===== config.mk =====
export PLATFORM = sky130hd
export DESIGN_NAME = pipeline_hazard_controller
export DESIGN_NICKNAME = d
export VERILOG_FILES = /design/src/rtl/hazard_defs.sv /design/src/rtl/pipeline_hazard_controller_load_use.sv /design/src/rtl/pipeline_hazard_controller.sv
export SDC_FILE = /design/constraint.sdc
export NUM_CORES = 1
export LEC_CHECK = 0
export BUFFER_PORTS_ARGS = -buffer_cell sky130_fd_sc_hd__clkbuf_2
export CAP_MARGIN = 20
export CELL_PAD_IN_SITES_DETAIL_PLACEMENT = 2
export CELL_PAD_IN_SITES_GLOBAL_PLACEMENT = 2
export CORE_MARGIN = 5
export CORE_UTILIZATION = 32
export DETAILED_ROUTE_END_ITERATION = 12
export GPL_ROUTABILITY_DRIVEN = 0
export PLACE_DENSITY = 0.8
export SLEW_MARGIN = 20
export SYNTH_ARGS = -nofsm -noshare
export SYNTH_HDL_FRONTEND = slang
export SYNTH_SLANG_ARGS = --single-unit

===== constraint.sdc =====
create_clock -name clk -period 3.91 [get_ports clk]
set_input_delay 0.5865 -clock clk [delete_from_list [all_inputs] [get_ports clk]]
set_output_delay 0.5865 -clock clk [all_outputs]
set_load 0.005 [all_outputs]

===== src/rtl/hazard_defs.sv =====
// Shared definitions for the pipeline hazard controller: FSM encodings and constants.
// Latency: n/a (package only).
// Backpressure: n/a.
package hazard_defs;

    // Encoding 2'd3 is unused; the controller treats it as RUN.
    typedef enum logic [1:0] {
        ST_RUN        = 2'd0,
        ST_LOAD_STALL = 2'd1,
        ST_MEM_WAIT   = 2'd2
    } hazardState_t;

    localparam logic [31:0] COUNT_SAT = 32'hFFFF_FFFF;
    localparam logic [4:0]  REG_ZERO  = 5'd0;

endpackage


===== src/rtl/pipeline_hazard_controller_load_use.sv =====
// Load-use hazard detector: flags an ID-stage read of a register that the EX-stage load writes.
// Latency: purely combinational, zero cycles.
// Backpressure: none; the caller decides whether the hazard is acted on.
// Ports: exMemRead/exRt describe the ID/EX load; idRs/idRt/idUsesRt describe the IF/ID reader.
module LoadUseDetector
    import hazard_defs::*;
(
    input  logic       exMemRead,
    input  logic [4:0] exRt,
    input  logic [4:0] idRs,
    input  logic [4:0] idRt,
    input  logic       idUsesRt,
    output logic       hazard
);

    // $zero never carries a real dependency, so a load into it is ignored.
    assign hazard = exMemRead && (exRt != REG_ZERO) &&
                    ((exRt == idRs) || (idUsesRt && (exRt == idRt)));

endmodule


===== src/rtl/pipeline_hazard_controller.sv =====
// Central stall/flush sequencer for the 5-stage pipeline, with perf counters and a memory timeout flag.
// Latency: pipeline controls are combinational (act on the coming edge); state/counters update one cycle later.
// Backpressure: a pending data-memory access freezes every stage and bubbles MEM/WB until memory is ready.
// Ports: ID/EX/MEM hazard inputs in, per-register enable/flush controls, FSM state, counters, timeout out.
module pipeline_hazard_controller
    import hazard_defs::*;
#(
    parameter int WAIT_TIMEOUT = 64
) (
    input  logic        clk,
    input  logic        reset,
    input  logic [4:0]  in_ID_Rs_address_5,
    input  logic [4:0]  in_ID_Rt_address_5,
    input  logic        in_ID_UsesRt,
    input  logic        in_EX_MemRead,
    input  logic [4:0]  in_EX_Rt_address_5,
    input  logic        in_EX_Jump,
    input  logic        in_EX_JumpRegister,
    input  logic        in_MEM_BranchTaken,
    input  logic        in_MEM_Request,
    input  logic        in_MEM_Ready,
    output logic        o_PC_Enable,
    output logic        o_IF_ID_Enable,
    output logic        o_IF_ID_Flush,
    output logic        o_ID_EX_Enable,
    output logic        o_ID_EX_Flush,
    output logic        o_EX_MEM_Enable,
    output logic        o_EX_MEM_Flush,
    output logic        o_MEM_WB_Bubble,
    output logic [1:0]  o_State_2,
    output logic [31:0] o_StallCycles_32,
    output logic [31:0] o_FlushEvents_32,
    output logic        o_mem_timeout
);

    localparam int             WAIT_W     = $clog2(WAIT_TIMEOUT + 1);
    localparam logic [WAIT_W-1:0] WAIT_LIMIT = WAIT_W'(WAIT_TIMEOUT);

    hazardState_t      state, nextState;
    logic [WAIT_W-1:0] waitCnt;
    logic [31:0]       stallCnt, flushCnt;
    logic              memTimeout;

    logic loadUse, memStall;
    logic pcEn, ifIdEn, ifIdFl, idExEn, idExFl, exMemEn, exMemFl, memWbBubble;
    logic stallEvt, flushEvt;

    LoadUseDetector uLoadUse (
        .exMemRead (in_EX_MemRead),
        .exRt      (in_EX_Rt_address_5),
        .idRs      (in_ID_Rs_address_5),
        .idRt      (in_ID_Rt_address_5),
        .idUsesRt  (in_ID_UsesRt),
        .hazard    (loadUse)
    );

    assign memStall = in_MEM_Request & ~in_MEM_Ready;

    // Priority encoder and next-state logic. Every state re-evaluates all hazards:
    // LOAD_STALL has already dropped the load from ID/EX, and a MEM_WAIT cycle with
    // memory ready behaves as RUN. Encoding 3 falls through to RUN.
    always_comb begin
        pcEn        = 1'b1;
        ifIdEn      = 1'b1;
        idExEn      = 1'b1;
        exMemEn     = 1'b1;
        ifIdFl      = 1'b0;
        idExFl      = 1'b0;
        exMemFl     = 1'b0;
        memWbBubble = 1'b0;
        stallEvt    = 1'b0;
        flushEvt    = 1'b0;
        nextState   = ST_RUN;

        if (memStall) begin
            // Freeze everything; branch/jump/load-use wait until memory releases.
            pcEn        = 1'b0;
            ifIdEn      = 1'b0;
            idExEn      = 1'b0;
            exMemEn     = 1'b0;
            memWbBubble = 1'b1;
            stallEvt    = 1'b1;
            nextState   = ST_MEM_WAIT;
        end else if (in_MEM_BranchTaken) begin
            // The three younger instructions are wrong-path; a coincident load-use
            // hazard belongs to one of them and is dropped.
            ifIdFl   = 1'b1;
            idExFl   = 1'b1;
            exMemFl  = 1'b1;
            flushEvt = 1'b1;
        end else if (in_EX_Jump | in_EX_JumpRegister) begin
            ifIdFl   = 1'b1;
            idExFl   = 1'b1;
            flushEvt = 1'b1;
        end else if (loadUse) begin
            pcEn      = 1'b0;
            ifIdEn    = 1'b0;
            idExFl    = 1'b1;
            stallEvt  = 1'b1;
            nextState = ST_LOAD_STALL;
        end
    end

    always_ff @(posedge clk or posedge reset) begin
        if (reset) begin
            state <= ST_RUN;
        end else begin
            state <= nextState;
        end
    end

    always_ff @(posedge clk or posedge reset) begin
        if (reset) begin
            stallCnt <= '0;
            flushCnt <= '0;
        end else begin
            if (stallEvt && (stallCnt != COUNT_SAT)) stallCnt <= stallCnt + 32'd1;
            if (flushEvt && (flushCnt != COUNT_SAT)) flushCnt <= flushCnt + 32'd1;
        end
    end

    // Wait counter holds at the limit so a very long wait cannot wrap it.
    always_ff @(posedge clk or posedge reset) begin
        if (reset) begin
            waitCnt    <= '0;
            memTimeout <= 1'b0;
        end else if (memStall) begin
            if (waitCnt != WAIT_LIMIT) waitCnt <= waitCnt + 1'b1;
            if (waitCnt >= WAIT_LIMIT - 1'b1) memTimeout <= 1'b1;
        end else begin
            waitCnt <= '0;
        end
    end

    // Reset forces the pipeline into free-running mode regardless of inputs.
    assign o_PC_Enable      = reset | pcEn;
    assign o_IF_ID_Enable   = reset | ifIdEn;
    assign o_ID_EX_Enable   = reset | idExEn;
    assign o_EX_MEM_Enable  = reset | exMemEn;
    assign o_IF_ID_Flush    = ~reset & ifIdFl;
    assign o_ID_EX_Flush    = ~reset & idExFl;
    assign o_EX_MEM_Flush   = ~reset & exMemFl;
    assign o_MEM_WB_Bubble  = ~reset & memWbBubble;
    assign o_State_2        = state;
    assign o_StallCycles_32 = stallCnt;
    assign o_FlushEvents_32 = flushCnt;
    assign o_mem_timeout    = memTimeout;

endmodule


# --- Yosys cells after proc, flatten, opt, wreduce, memory -nomap -nowiden ---
# Cells that the tools add are included.
# Widths: inputs -> output; s select.
totals:
  latchBits: 0
  output_inout_bits: 75
  regBits: 74
  memories: 0
  rom_bits: 0
  inputBits: 24
  mem_bits_rw: 0
classes:
  eq_ne: 6
  bitwise: 10
  shifts: 0
  mux: 24
  n_mul: 0
  order_cmp: 1
  addsub: 3
  div: 0
  n_reduce_logical: 8
ops:
  columns: ["operator", "n"]
  rows:
  - ["$add 32x1->32 const B", 2]
  - ["$ne 32x32->1 const B", 2]
  - ["$mux 1", 21]
  - ["$mux 7", 2]
  - ["$eq 5x5->1", 2]
  - ["$add 7x1->7 const B", 1]
  - ["$ge 7x6->1 const B", 1]
  - ["$ne 7x7->1 const B", 1]
  - ["$and 1x1->1", 5]
  - ["$logic_and 1x1->1", 5]
  - ["$reduce_bool 5->1", 1]
  - ["$or 1x1->1", 3]
  - ["$mux 2", 1]
  - ["$ne 2x1->1 const B", 1]
  - ["$not 1->1", 2]
  - ["$reduce_and 2->1", 1]
  - ["$logic_or 1x1->1", 1]

# --- Longest topological paths before layout ---
# Gate-level depths: netlist of run 1.
logic_depth:
  word_depth: 9
  ltp_mapped: 8
  mapped_depth_nobuf: 7

# --- Hierarchy ---
# Synthesis of run 1 repeated with hierarchy kept, for this count alone.
unflattened:
  hier_cells: 382
  area_unflattened_um2: 3818.7
modules_own_cells:
  columns: ["module", "area_each_um2", "seq_area_each_um2", "cells_per_inst", "n_inst"]
  rows:
  - ["pipeline_hazard_controller", 3686.0, 1851.8, 365, 1]
  - ["LoadUseDetector", 132.6, 0.0, 17, 1]

# --- Worst setup path after synthesis of run 1 ---
# Ideal clock, no wire load.
synth_path:
  kind: "in2out"
  startpoint: "input port reset"
  endpoint: "output port o_ID_EX_Enable"
  t_arrival_ns: 2.703
  cell_stages: 3
  slack_ns: 0.620
  required_time_ns: 3.323
  path_cell_list: "inv_1 > nand2_1 > buf_4"
synth_between:
  elab_chain_cells: 1
synth_rtl:
  columns: ["element", "line_no", "source"]
  rows:
  - ["start: declaration", "pipeline_hazard_controller.sv:11", "input logic reset,"]
  - ["$or 1x1->1", null, null]
  - ["end: declaration", "pipeline_hazard_controller.sv:25", "output logic o_ID_EX_Enable,"]
# Every way passes these cells.

# --- Worst setup path after layout of run 1 ---
layout_path:
  startpoint: "input port in_EX_Rt_address_5[0]"
  endpoint: "output port o_PC_Enable"
layout_between:
  elab_chain_cells: 9
  word_cells_on_any_way: 12
  cone_classes: "2 x eq/ne; 4 x mux; 1 x bitwise; 5 x reduce/logical"
layout_rtl:
  columns: ["element", "line_no", "source"]
  rows:
  - ["start: declaration", "pipeline_hazard_controller.sv:16", "input logic [4:0] in_EX_Rt_address_5,"]
  - ["$eq 5x5->1", "pipeline_hazard_controller_load_use.sv:18", "((exRt == idRs) || (idUsesRt && (exRt == idRt)));"]
  - ["$logic_and 1x1->1", "pipeline_hazard_controller_load_use.sv:18", null]
  - ["$logic_or 1x1->1", "pipeline_hazard_controller_load_use.sv:18", null]
  - ["$logic_and 1x1->1 *", "pipeline_hazard_controller_load_use.sv:17", "assign hazard = exMemRead && (exRt != REG_ZERO) &&"]
  - ["$mux 1 *", "pipeline_hazard_controller.sv:95", "end else if (loadUse) begin"]
  - ["$mux 1 *", "pipeline_hazard_controller.sv:91", "end else if (in_EX_Jump | in_EX_JumpRegister) begin"]
  - ["$mux 1 *", "pipeline_hazard_controller.sv:84", "end else if (in_MEM_BranchTaken) begin"]
  - ["$mux 1 *", "pipeline_hazard_controller.sv:75", "if (memStall) begin"]
  - ["$or 1x1->1 *", "pipeline_hazard_controller.sv:136", "assign o_PC_Enable = reset | pcEn;"]
  - ["end: declaration", "pipeline_hazard_controller.sv:22", "output logic o_PC_Enable,"]
# Mark *: on every way between the ends. The rest lies on a longest branch, timed or not.

==> results.py, run 1 <==
metrics = {
    "run_status": {
        "status": "finished clean",
    },
    "global_route": {
        "grt_antenna_before_repair": 0,
        "grt_pass1_wl_um": 18200,
        "grt_pass1_vias": 3455,
        "grt_start_max_net_pins": 36,
        "track_usage_pct": 16.0,
        "overflow": 0,
    },
    "cells_and_area": {
        "fin_nets": 488,
        "final_util_pct": 40.8,
        "final_common_cell": "clkbuf_2",
        "regArea_um2": 1850,
        "diodes": 0,
        "finalNonFillerCells": 608,
        "multi_input_area_um2": 1750,
        "finalInstanceArea_um2": 4660,
        "final_cell_mix": "clkbuf_2, dfrtp_1, xor2_1",
        "final_layout_size_suffix_gt1_share_pct": 27.1,
        "final.fill_count": 1271,
        "syn_to_final_growth_pct": 25.2,
    },
    "routing": {
        "drc_errors": 0,
        "drt_pass1_iterations": 4,
        "drt_iter0_drc": 109,
        "ant_nets": 0,
        "vias": 3128,
        "wl_per_cell_um": 17.9,
        "routed_wl_um": 10900,
        "vias_per_cell": 5.14,
    },
    "pwr": {
        "power.leakage_nw": 2.32,
        "powerDensity_nw_per_um2": 436,
        "p_comb_share_pct": 12.4,
        "intPower_mw": 1.49,
        "clkPwrFrac_pct": 42.9,
        "p_seq_share_pct": 44.8,
        "switching_share_pct": 26.7,
        "power_mw": 2.03,
        "p_switching_uw": 541,
        "ir_drop_mv": 0.189,
    },
    "sta": {
        "fin_skew_ns": 0.00712,
        "relSlewSlack_pct": 45.1,
        "tightest_slew_ns": 0.820,
        "period_share_pct": 75.1,
        "setup_tns_ns": 0,
        "fin_ws_ns": 0.973,
        "hold_viol": 0,
        "drv_slew": 0,
        "setup_violations": 0,
        "holdWs_ns": 0.194,
        "grt_setup_unrepaired": "no",
        "fmax_mhz": 340,
        "period_minus_slack_ns": 2.94,
    },
    "placed_design": {
        "dp_slack_ns": 0.973,
        "dpl.cell_count": 592,
        "placed_cell_area_um2": 4340,
        "dp_hpwl_um": 8200,
        "portBuffers": 98,
    },
    "clock_tree": {
        "clk_path_buf_depth": 2,
        "cts-root-buf": "clkbuf_16",
        "h-tree-depth": 3,
        "numCtsBuffers": 9,
        "cts_hold_buffers": 0,
        "clkTransAtPathRegs_ns": 0.06,
        "clk_latency_ns": 0.33,
        "cts_sinks": 74,
        "cts_tree": "built",
        "cts_resized": 0,
        "cts_setup_buffers": 0,
    },
    "logic_synthesis": {
        "async_flop_share_pct": 100,
        "yosys.area_share.adder_pct": 1.35,
        "avgSynthCellArea_um2": 10.4,
        "synth-compound-area-share_pct": 2.86,
        "synth_edf_count": 0,
        "ys_seq_elements": 74,
        "synth_xor_area_share_pct": 18.4,
        "syn-num-nets": 387,
        "synthFlopType": "dfrtp_1",
        "synth_mux_area_share_pct": 0.875,
        "ys_warn_count": 0,
        "synth_top_family_by_area": "simple AND/OR/NAND/NOR gates",
        "synth_cell_types": 39,
        "yosys.area_share.simple_pct": 23.7,
        "synth.cell_area_um2": 3720,
        "ys_seq_area_share_pct": 49.8,
        "synthCells": 359,
    },
    "setup_path": {
        "crit_path_start_kind": "primary input",
        "critPathKind": "primary input to output port",
        "critPathMaxFanout": 5,
        "cp.required_ns": 3.32,
        "cp.arrival_ns": 2.35,
        "endpoint_kind": "output port",
    },
    "hold_path": {
        "hp-class": "primary input to asynchronous set/reset pin",
    },
    "die": {
        "die-area_um2": 13900,
        "io_pins": 99,
        "dieWidth_um": 118,
        "die_h_um": 118,
        "core_region_area_um2": 11400,
        "rows": 39,
        "initial_core_util_pct": 32.6,
    },
    "run": {
        "maxCapViolations": 0,
    },
}
-- critical path, cell delays in order --
cell	delay [ns]
clkbuf_2	0.11
or4_1	0.55
o21ai_0	0.31
nor4_1	0.11
a21oi_1	0.38
or2_2	0.20
clkbuf_2	0.11
-- final cells by class --
cell class | count | area share, %
Clock inverter | 4 | 1.05
Multi-Input combinational cell | 261 | 37.6
Clock buffer | 12 | 5.72
Tap cell | 143 | 3.84
Sequential cell | 74 | 39.8
Inverter | 14 | 1.13
Timing Repair Buffer | 100 | 10.9
-- final timing paths --
path,cells past startpoint,startpoint,slack [ns],end
worst max-delay path,7,in_EX_Rt_address_5[0],0.97,o_PC_Enable
worst min-delay path,2,reset,0.19,o_State_2[0]
worst max register to register,5,o_StallCycles_32[0],1.14,o_StallCycles_32[1]
worst min register to register,1,o_StallCycles_32[9],0.49,o_StallCycles_32[9]
max in group asynchronous,3,reset,2.99,o_FlushEvents_32[1]
min in group clk,1,o_StallCycles_32[9],0.49,o_StallCycles_32[9]
-- Yosys cell counts, drive strengths merged, types with 2 or more instances --
| master | n | area share [%] |
|---|---|---|
| dfrtp | 74 | 50 |
| xor2 | 40 | 9.4 |
| xnor2 | 38 | 9.0 |
| nand3 | 29 | 4.2 |
| nor2 | 28 | 2.8 |
| nand2 | 23 | 2.3 |
| nand4 | 17 | 2.9 |
| nor4 | 16 | 2.7 |
| nor3 | 15 | 2.0 |
| inv | 14 | 1.4 |
| and3 | 11 | 1.9 |
| and4 | 7 | 1.6 |
| buf | 6 | 1.3 |
| a21oi | 4 | 0.54 |
| clkbuf | 4 | 0.40 |
| ha | 4 | 1.3 |
| nand2b | 3 | 0.50 |
| nor3b | 3 | 0.61 |
| or4 | 3 | 0.71 |
| a211oi | 2 | 0.40 |
| and2 | 2 | 0.34 |
| mux2 | 2 | 0.61 |
| or2 | 2 | 0.34 |
| or3 | 2 | 0.34 |
-- cells by family after synthesis --
group | Yosys count
xor+xnor | 78
fa+ha+maj | 4
flops | 74
simple gates | 163
buf+inv | 24
compound gates | 13
mux | 3
-- state kept, by name, summed over array words and instances, names as in the netlist --
register and cells:
o_mem_timeout 1, o_FlushEvents_32 32, o_State_2 2, waitCnt 7, o_StallCycles_32 32
-- power groups by stage --
stage / Combinational, mW / Sequential, mW / Clock, mW
after floorplan: 0.138 / 0.905 / 0
after global placement: 0.244 / 0.918 / 0
after detailed placement: 0.259 / 0.922 / 0
after CTS: 0.260 / 0.909 / 0.895
after global routing: 0.280 / 0.918 / 0.939
final: 0.251 / 0.908 / 0.870
-- per-layer routing --
layer / GRT usage (%) / vias to the layer above / share of wire, %
li1: - / 1451 / -
met1: 19.6 / 1611 / 43
met2: 28.0 / 55 / 53
met3: 3.17 / 11 / 2.8
met4: 5.59 / 0 / 1.4
met5: 0 / - / 0
Power figures use the tool's default switching activity.
==> run 2, diff against run 1 <==
--- a/config.mk
+++ b/config.mk
@@ -10,10 +10,10 @@
 export CELL_PAD_IN_SITES_DETAIL_PLACEMENT = 2
 export CELL_PAD_IN_SITES_GLOBAL_PLACEMENT = 2
 export CORE_MARGIN = 5
-export CORE_UTILIZATION = 32
+export CORE_UTILIZATION = 29
 export DETAILED_ROUTE_END_ITERATION = 12
 export GPL_ROUTABILITY_DRIVEN = 0
-export PLACE_DENSITY = 0.8
+export PLACE_DENSITY = 0.76
 export SLEW_MARGIN = 20
 export SYNTH_ARGS = -nofsm -noshare
 export SYNTH_HDL_FRONTEND = slang
==> constraint.sdc (replaced) <==
create_clock -name clk -period 2.7 [get_ports clk]
set_input_delay 0.405 -clock clk [delete_from_list [all_inputs] [get_ports clk]]
set_output_delay 0.405 -clock clk [all_outputs]
set_load 0.005 [all_outputs]
==> run 2 against run 1 <==
  * Sequential power rose by 45%
  * Largest power group unchanged
  * Combinational power grew 52%
  * Critical path depth fell by 1
  * Via count grew 0.83%
  * Final cell count increased by 6.6%
  * Worst hold slack got worse by 0.094 ns
  * Power up 37%
  * Clock power grew 25%
  * Register-to-register slack got worse by 0.89 ns
==> results.py, run 2 (same netlist as run 1, synthesis figures left out) <==
metrics = {
    "clock_tree": {
        "clk_path_buf_depth": 2,
        "cts_hold_buffers": 0,
        "cts_resized": 0,
        "cts-root-buf": "clkbuf_16",
        "cts_tree": "built",
        "h-tree-depth": 3,
        "cts_setup_buffers": 0,
        "clk_latency_ns": 0.33,
        "cts_sinks": 74,
        "clkTransAtPathRegs_ns": 0.06,
        "numCtsBuffers": 9,
    },
    "placed_design": {
        "dpl.cell_count": 631,
        "dp_hpwl_um": 8490,
        "portBuffers": 98,
        "dp_slack_ns": 0.136,
    },
    "routing": {
        "vias_per_cell": 4.87,
        "vias": 3154,
        "routed_wl_um": 11300,
        "drt_iter0_drc": 88,
        "drt_pass1_iterations": 4,
        "ant_nets": 0,
        "wl_per_cell_um": 17.4,
        "drc_errors": 0,
    },
    "die": {
        "initial_core_util_pct": 29.5,
        "die_h_um": 123,
        "rows": 41,
        "core_region_area_um2": 12600,
        "io_pins": 99,
        "die-area_um2": 15200,
        "dieWidth_um": 123,
    },
    "setup_path": {
        "cpMaxStageDelayCell": "or4_4",
        "cpPeakStageDelay_ns": 0.60,
        "cp.arrival_ns": 2.65,
        "endpoint_kind": "flop",
        "path_cells": "and4_1 > nand2_1 > or4_4 > o211ai_2 > nor4_1 > xor2_1",
        "critPathKind": "flop to flop",
        "crit_buf_inv": 0,
        "cp.required_ns": 2.90,
        "critPathMaxFanout": 14,
        "crit_path_start_kind": "flop",
        "crit_family": "simple AND/OR/NAND/NOR gates",
    },
    "global_route": {
        "track_usage_pct": 15.5,
        "grt_pass1_wl_um": 18400,
        "grt_pass1_vias": 3560,
        "overflow": 0,
        "grt_start_max_net_pins": 60,
        "grt_antenna_before_repair": 0,
    },
    "cells_and_area": {
        "finalNonFillerCells": 648,
        "final.fill_count": 1397,
        "syn_to_final_growth_pct": 27.3,
        "final_cell_mix": "clkbuf_2, dfrtp_1, xor2_1",
        "diodes": 0,
        "final_common_cell": "clkbuf_2",
        "fin_nets": 499,
        "final_layout_size_suffix_gt1_share_pct": 28.2,
    },
    "sta": {
        "setup_violations": 0,
        "fin_ws_ns": 0.245,
        "setup_tns_ns": 0,
        "grt_setup_unrepaired": "no",
        "fmax_mhz": 407,
        "period_minus_slack_ns": 2.45,
        "hold_viol": 0,
        "fin_skew_ns": 0.00657,
        "relSlewSlack_pct": 47.6,
        "period_share_pct": 90.9,
        "tightest_slew_ns": 0.786,
        "drv_slew": 0,
    },
    "pwr": {
        "power.leakage_nw": 2.34,
        "powerDensity_nw_per_um2": 589,
        "ir_drop_mv": 0.220,
    },
    "run_status": {
        "status": "finished clean",
    },
    "hold_path": {
        "hp-class": "primary input to asynchronous set/reset pin",
    },
    "run": {
        "maxCapViolations": 0,
    },
}
==> run 2: cell types whose count changed in the layout (fill, tap and decap cells not counted) <==
cell,change
buf_4,+10
clkbuf_1,+3
clkbuf_8,-2
bufinv_16,-1
clkinv_2,+1
clkinv_4,-1
clkinvlp_4,+1
inv_2,-1
o211ai_2,+1
==> run 2: layout make-up <==
type,count,area (um^2),share of cell area [%]
Inverter,14,56.3,1.19
Clock inverter,3,15.0,0.317
Timing Repair Buffer,110,581,12.3
Multi-Input combinational cell,262,1760,37.3
Sequential cell,74,1850,39.1
Clock buffer,13,250,5.29
Tap cell,172,215,4.55
==> run 2: worst paths after layout <==
kind | slack [ns] | cells after the start | start | to
setup reg to reg | 0.25 | 6 | o_StallCycles_32[16] | o_StallCycles_32[19]
hold / removal | 0.1 | 2 | reset | o_StallCycles_32[26]
max in group asynchronous | 1.48 | 3 | reset | o_StallCycles_32[29]
hold reg to reg | 0.49 | 1 | o_FlushEvents_32[9] | o_FlushEvents_32[9]
setup / recovery | 0.25 | 6 | o_StallCycles_32[16] | o_StallCycles_32[19]
min in group clk | 0.43 | 3 | in_EX_JumpRegister | o_State_2[0]
==> run 2: power by group <==
| group | internal [mW] | switching (mW) |
|---|---|---|
| Combinational | 0.183 | 0.198 |
| Clock | 0.643 | 0.445 |
| Sequential | 1.19 | 0.124 |
| Total | 2.02 | 0.767 |
==> run 2: stage by stage <==
| step | cell area [um^2] | util, % | power [mW] | hold WS, ns |
|---|---|---|---|---|
| 2_1_floorplan | 3720 | - | 1.51 | 0.468 |
| 3_3_place_gp | 4460 | 35.3 | 1.70 | 0.459 |
| 3_5_place_dp | 4460 | 35.3 | 1.73 | 0.467 |
| 4_1_cts | 4720 | 37.4 | 2.85 | 0.0985 |
| 5_1_grt | 4730 | 37.5 | 2.94 | 0.128 |
| 6_report | 4730 | 37.5 | 2.79 | 0.0997 |
==> run 2: routing by layer <==
layer / up-vias / global-route usage, % / part of all wire (%)
met5: - / 0 / 0
met3: 10 / 3.02 / 3.3
met4: 0 / 4.98 / 0.98
met2: 59 / 27.5 / 52
li1: 1472 / - / -
met1: 1613 / 18.9 / 44
==> run 3, diff against run 2 <==
--- a/config.mk
+++ b/config.mk
@@ -10,10 +10,10 @@
 export CELL_PAD_IN_SITES_DETAIL_PLACEMENT = 2
 export CELL_PAD_IN_SITES_GLOBAL_PLACEMENT = 2
 export CORE_MARGIN = 5
-export CORE_UTILIZATION = 29
+export CORE_UTILIZATION = 32
 export DETAILED_ROUTE_END_ITERATION = 12
 export GPL_ROUTABILITY_DRIVEN = 0
-export PLACE_DENSITY = 0.76
+export PLACE_DENSITY = 0.89
 export SLEW_MARGIN = 20
 export SYNTH_ARGS = -nofsm -noshare
 export SYNTH_HDL_FRONTEND = slang
==> constraint.sdc (replaced) <==
create_clock -name clk -period 2.8 [get_ports clk]
set_input_delay 0.42 -clock clk [delete_from_list [all_inputs] [get_ports clk]]
set_output_delay 0.42 -clock clk [all_outputs]
set_load 0.005 [all_outputs]
==> run 3 against run 2 <==
  * Flip-flop and latch count stayed put
  * Register-to-register slack hardly changed
  * Via count is 0.98% lower
  * Non-clock buffer count is 6 lower
  * Largest power group is now clock
  * Highest routed layer unchanged
==> results.py, run 3 (same netlist as run 1, synthesis figures left out) <==
metrics = {
    "setup_path": {
        "cpPeakStageDelay_ns": 0.63,
        "crit_path_start_kind": "flop",
        "cpMaxStageDelayCell": "o211ai_2",
        "r2r-start": "o_StallCycles_32[7]",
        "endpoint_kind": "flop",
        "cp.arrival_ns": 2.75,
        "path_cells": "and4_1 > nand3_2 > or4_4 > o211ai_2 > nor4_1 > xor2_1",
        "r2r_setup_slack_ns": 0.24,
        "critPathMaxFanout": 14,
        "critPathKind": "flop to flop",
        "cp-startpoint": "o_StallCycles_32[7]",
        "cp.required_ns": 2.99,
    },
    "sta": {
        "hold_viol": 0,
        "setup_tns_ns": 0,
        "setup_violations": 0,
        "grt_setup_unrepaired": "no",
        "fmax_mhz": 390,
        "period_minus_slack_ns": 2.56,
        "holdWs_ns": 0.440,
        "drv_slew": 0,
        "fin_skew_ns": 0.00685,
        "relSlewSlack_pct": 34.8,
        "tightest_slew_ns": 0.978,
        "period_share_pct": 91.6,
    },
    "clock_tree": {
        "clkTransAtPathRegs_ns": 0.06,
        "numCtsBuffers": 9,
        "cts_tree": "built",
        "h-tree-depth": 3,
        "cts_resized": 0,
        "cts_sinks": 74,
        "clk_path_buf_depth": 2,
        "clk_latency_ns": 0.33,
        "cts-root-buf": "clkbuf_16",
        "cts_setup_buffers": 0,
    },
    "cells_and_area": {
        "regArea_um2": 1850,
        "final_util_pct": 41.4,
        "diodes": 0,
        "final.fill_count": 1274,
        "multi_input_area_um2": 1760,
        "final_layout_size_suffix_gt1_share_pct": 27.4,
        "finalNonFillerCells": 613,
        "final_common_cell": "clkbuf_2",
        "syn_to_final_growth_pct": 27.3,
        "finalInstanceArea_um2": 4730,
        "final_cell_mix": "clkbuf_2, dfrtp_1, xor2_1",
        "fin_nets": 493,
    },
    "routing": {
        "vias": 3123,
        "ant_nets": 0,
        "routed_wl_um": 11200,
        "drt_pass1_iterations": 4,
        "drt_iter0_drc": 92,
        "wl_per_cell_um": 18.3,
        "vias_per_cell": 5.09,
        "drc_errors": 0,
    },
    "die": {
        "dieWidth_um": 118,
        "initial_core_util_pct": 32.6,
        "die_h_um": 118,
        "die-area_um2": 13900,
        "core_region_area_um2": 11400,
        "rows": 39,
        "io_pins": 99,
    },
    "pwr": {
        "intPower_mw": 2.22,
        "switching_share_pct": 25.6,
        "clkPwrFrac_pct": 44.9,
        "ir_drop_mv": 0.363,
        "p_seq_share_pct": 42.6,
        "p_switching_uw": 764,
        "power.leakage_nw": 2.35,
        "p_comb_share_pct": 12.5,
        "powerDensity_nw_per_um2": 631,
    },
    "global_route": {
        "grt_start_max_net_pins": 75,
        "grt_pass1_wl_um": 18800,
        "grt_pass1_vias": 3598,
        "grt_antenna_before_repair": 0,
        "track_usage_pct": 16.4,
        "overflow": 0,
    },
    "run_status": {
        "status": "finished clean",
    },
    "placed_design": {
        "dp_hpwl_um": 8310,
        "portBuffers": 98,
        "dpl.cell_count": 596,
        "placed_cell_area_um2": 4370,
    },
    "hold_path": {
        "hp-class": "primary input to flop",
        "hp-start": "in_EX_JumpRegister",
    },
    "run": {
        "maxCapViolations": 0,
    },
}
==> run 3: final timing paths <==
kind / cells after the start / end
setup / recovery: 6 / o_StallCycles_32[13]
hold / removal: 3 / o_State_2[0]
setup reg to reg: 6 / o_StallCycles_32[13]
hold reg to reg: 1 / o_mem_timeout
max in group asynchronous: 3 / o_FlushEvents_32[13]
min in group asynchronous: 3 / o_State_2[0]
==> run 3: stage by stage <==
stage	total power [mW]	setup WS, ns
5_1_grt	3.13	0.113
6_report	2.99	0.235
2_1_floorplan	1.46	0.421
3_3_place_gp	1.63	0.286
4_1_cts	3.03	0.147
3_5_place_dp	1.67	0.168
==> run 3: layer usage <==
metal / track usage [%] / vias up / routed length [um]
met5: 0 / - / 0
met4: 3.23 / 0 / 93
met3: 4.81 / 10 / 502
met2: 29.6 / 58 / 6030
met1: 19.2 / 1590 / 4620
li1: - / 1465 / -
==> run 3: layout make-up <==
type,instances,share of cell area [%]
Sequential cell,74,39.1
Clock buffer,12,5.21
Clock inverter,4,2.09
Timing Repair Buffer,104,11.3
Tap cell,143,3.78
Multi-Input combinational cell,262,37.3
Inverter,14,1.19
==> run 3: critical path: cells and delay by family, from the launching register on <==
family | cells | cell delay (ns)
AOI/OAI and AO/OA | 1 | 0.63
xor gates and xnor gates | 1 | 0.18
DFF | 1 | 0.44
and+or+nand+nor | 4 | 1.18
==> run 3: timing repair <==
action                                  CTS  global route
endpoints found under the hold margin     0             0
hold buffers                              0             0
endpoints found under the setup margin    0             2
==> run 3: power groups by stage <==
stage                     clock, mW  combinational, mW  sequential (mW)
after global routing           1.42              0.423             1.29
after floorplan                   0              0.193             1.26
after CTS                      1.37              0.384             1.27
final                          1.34              0.375             1.27
after global placement            0              0.348             1.28
after detailed placement          0              0.377             1.29
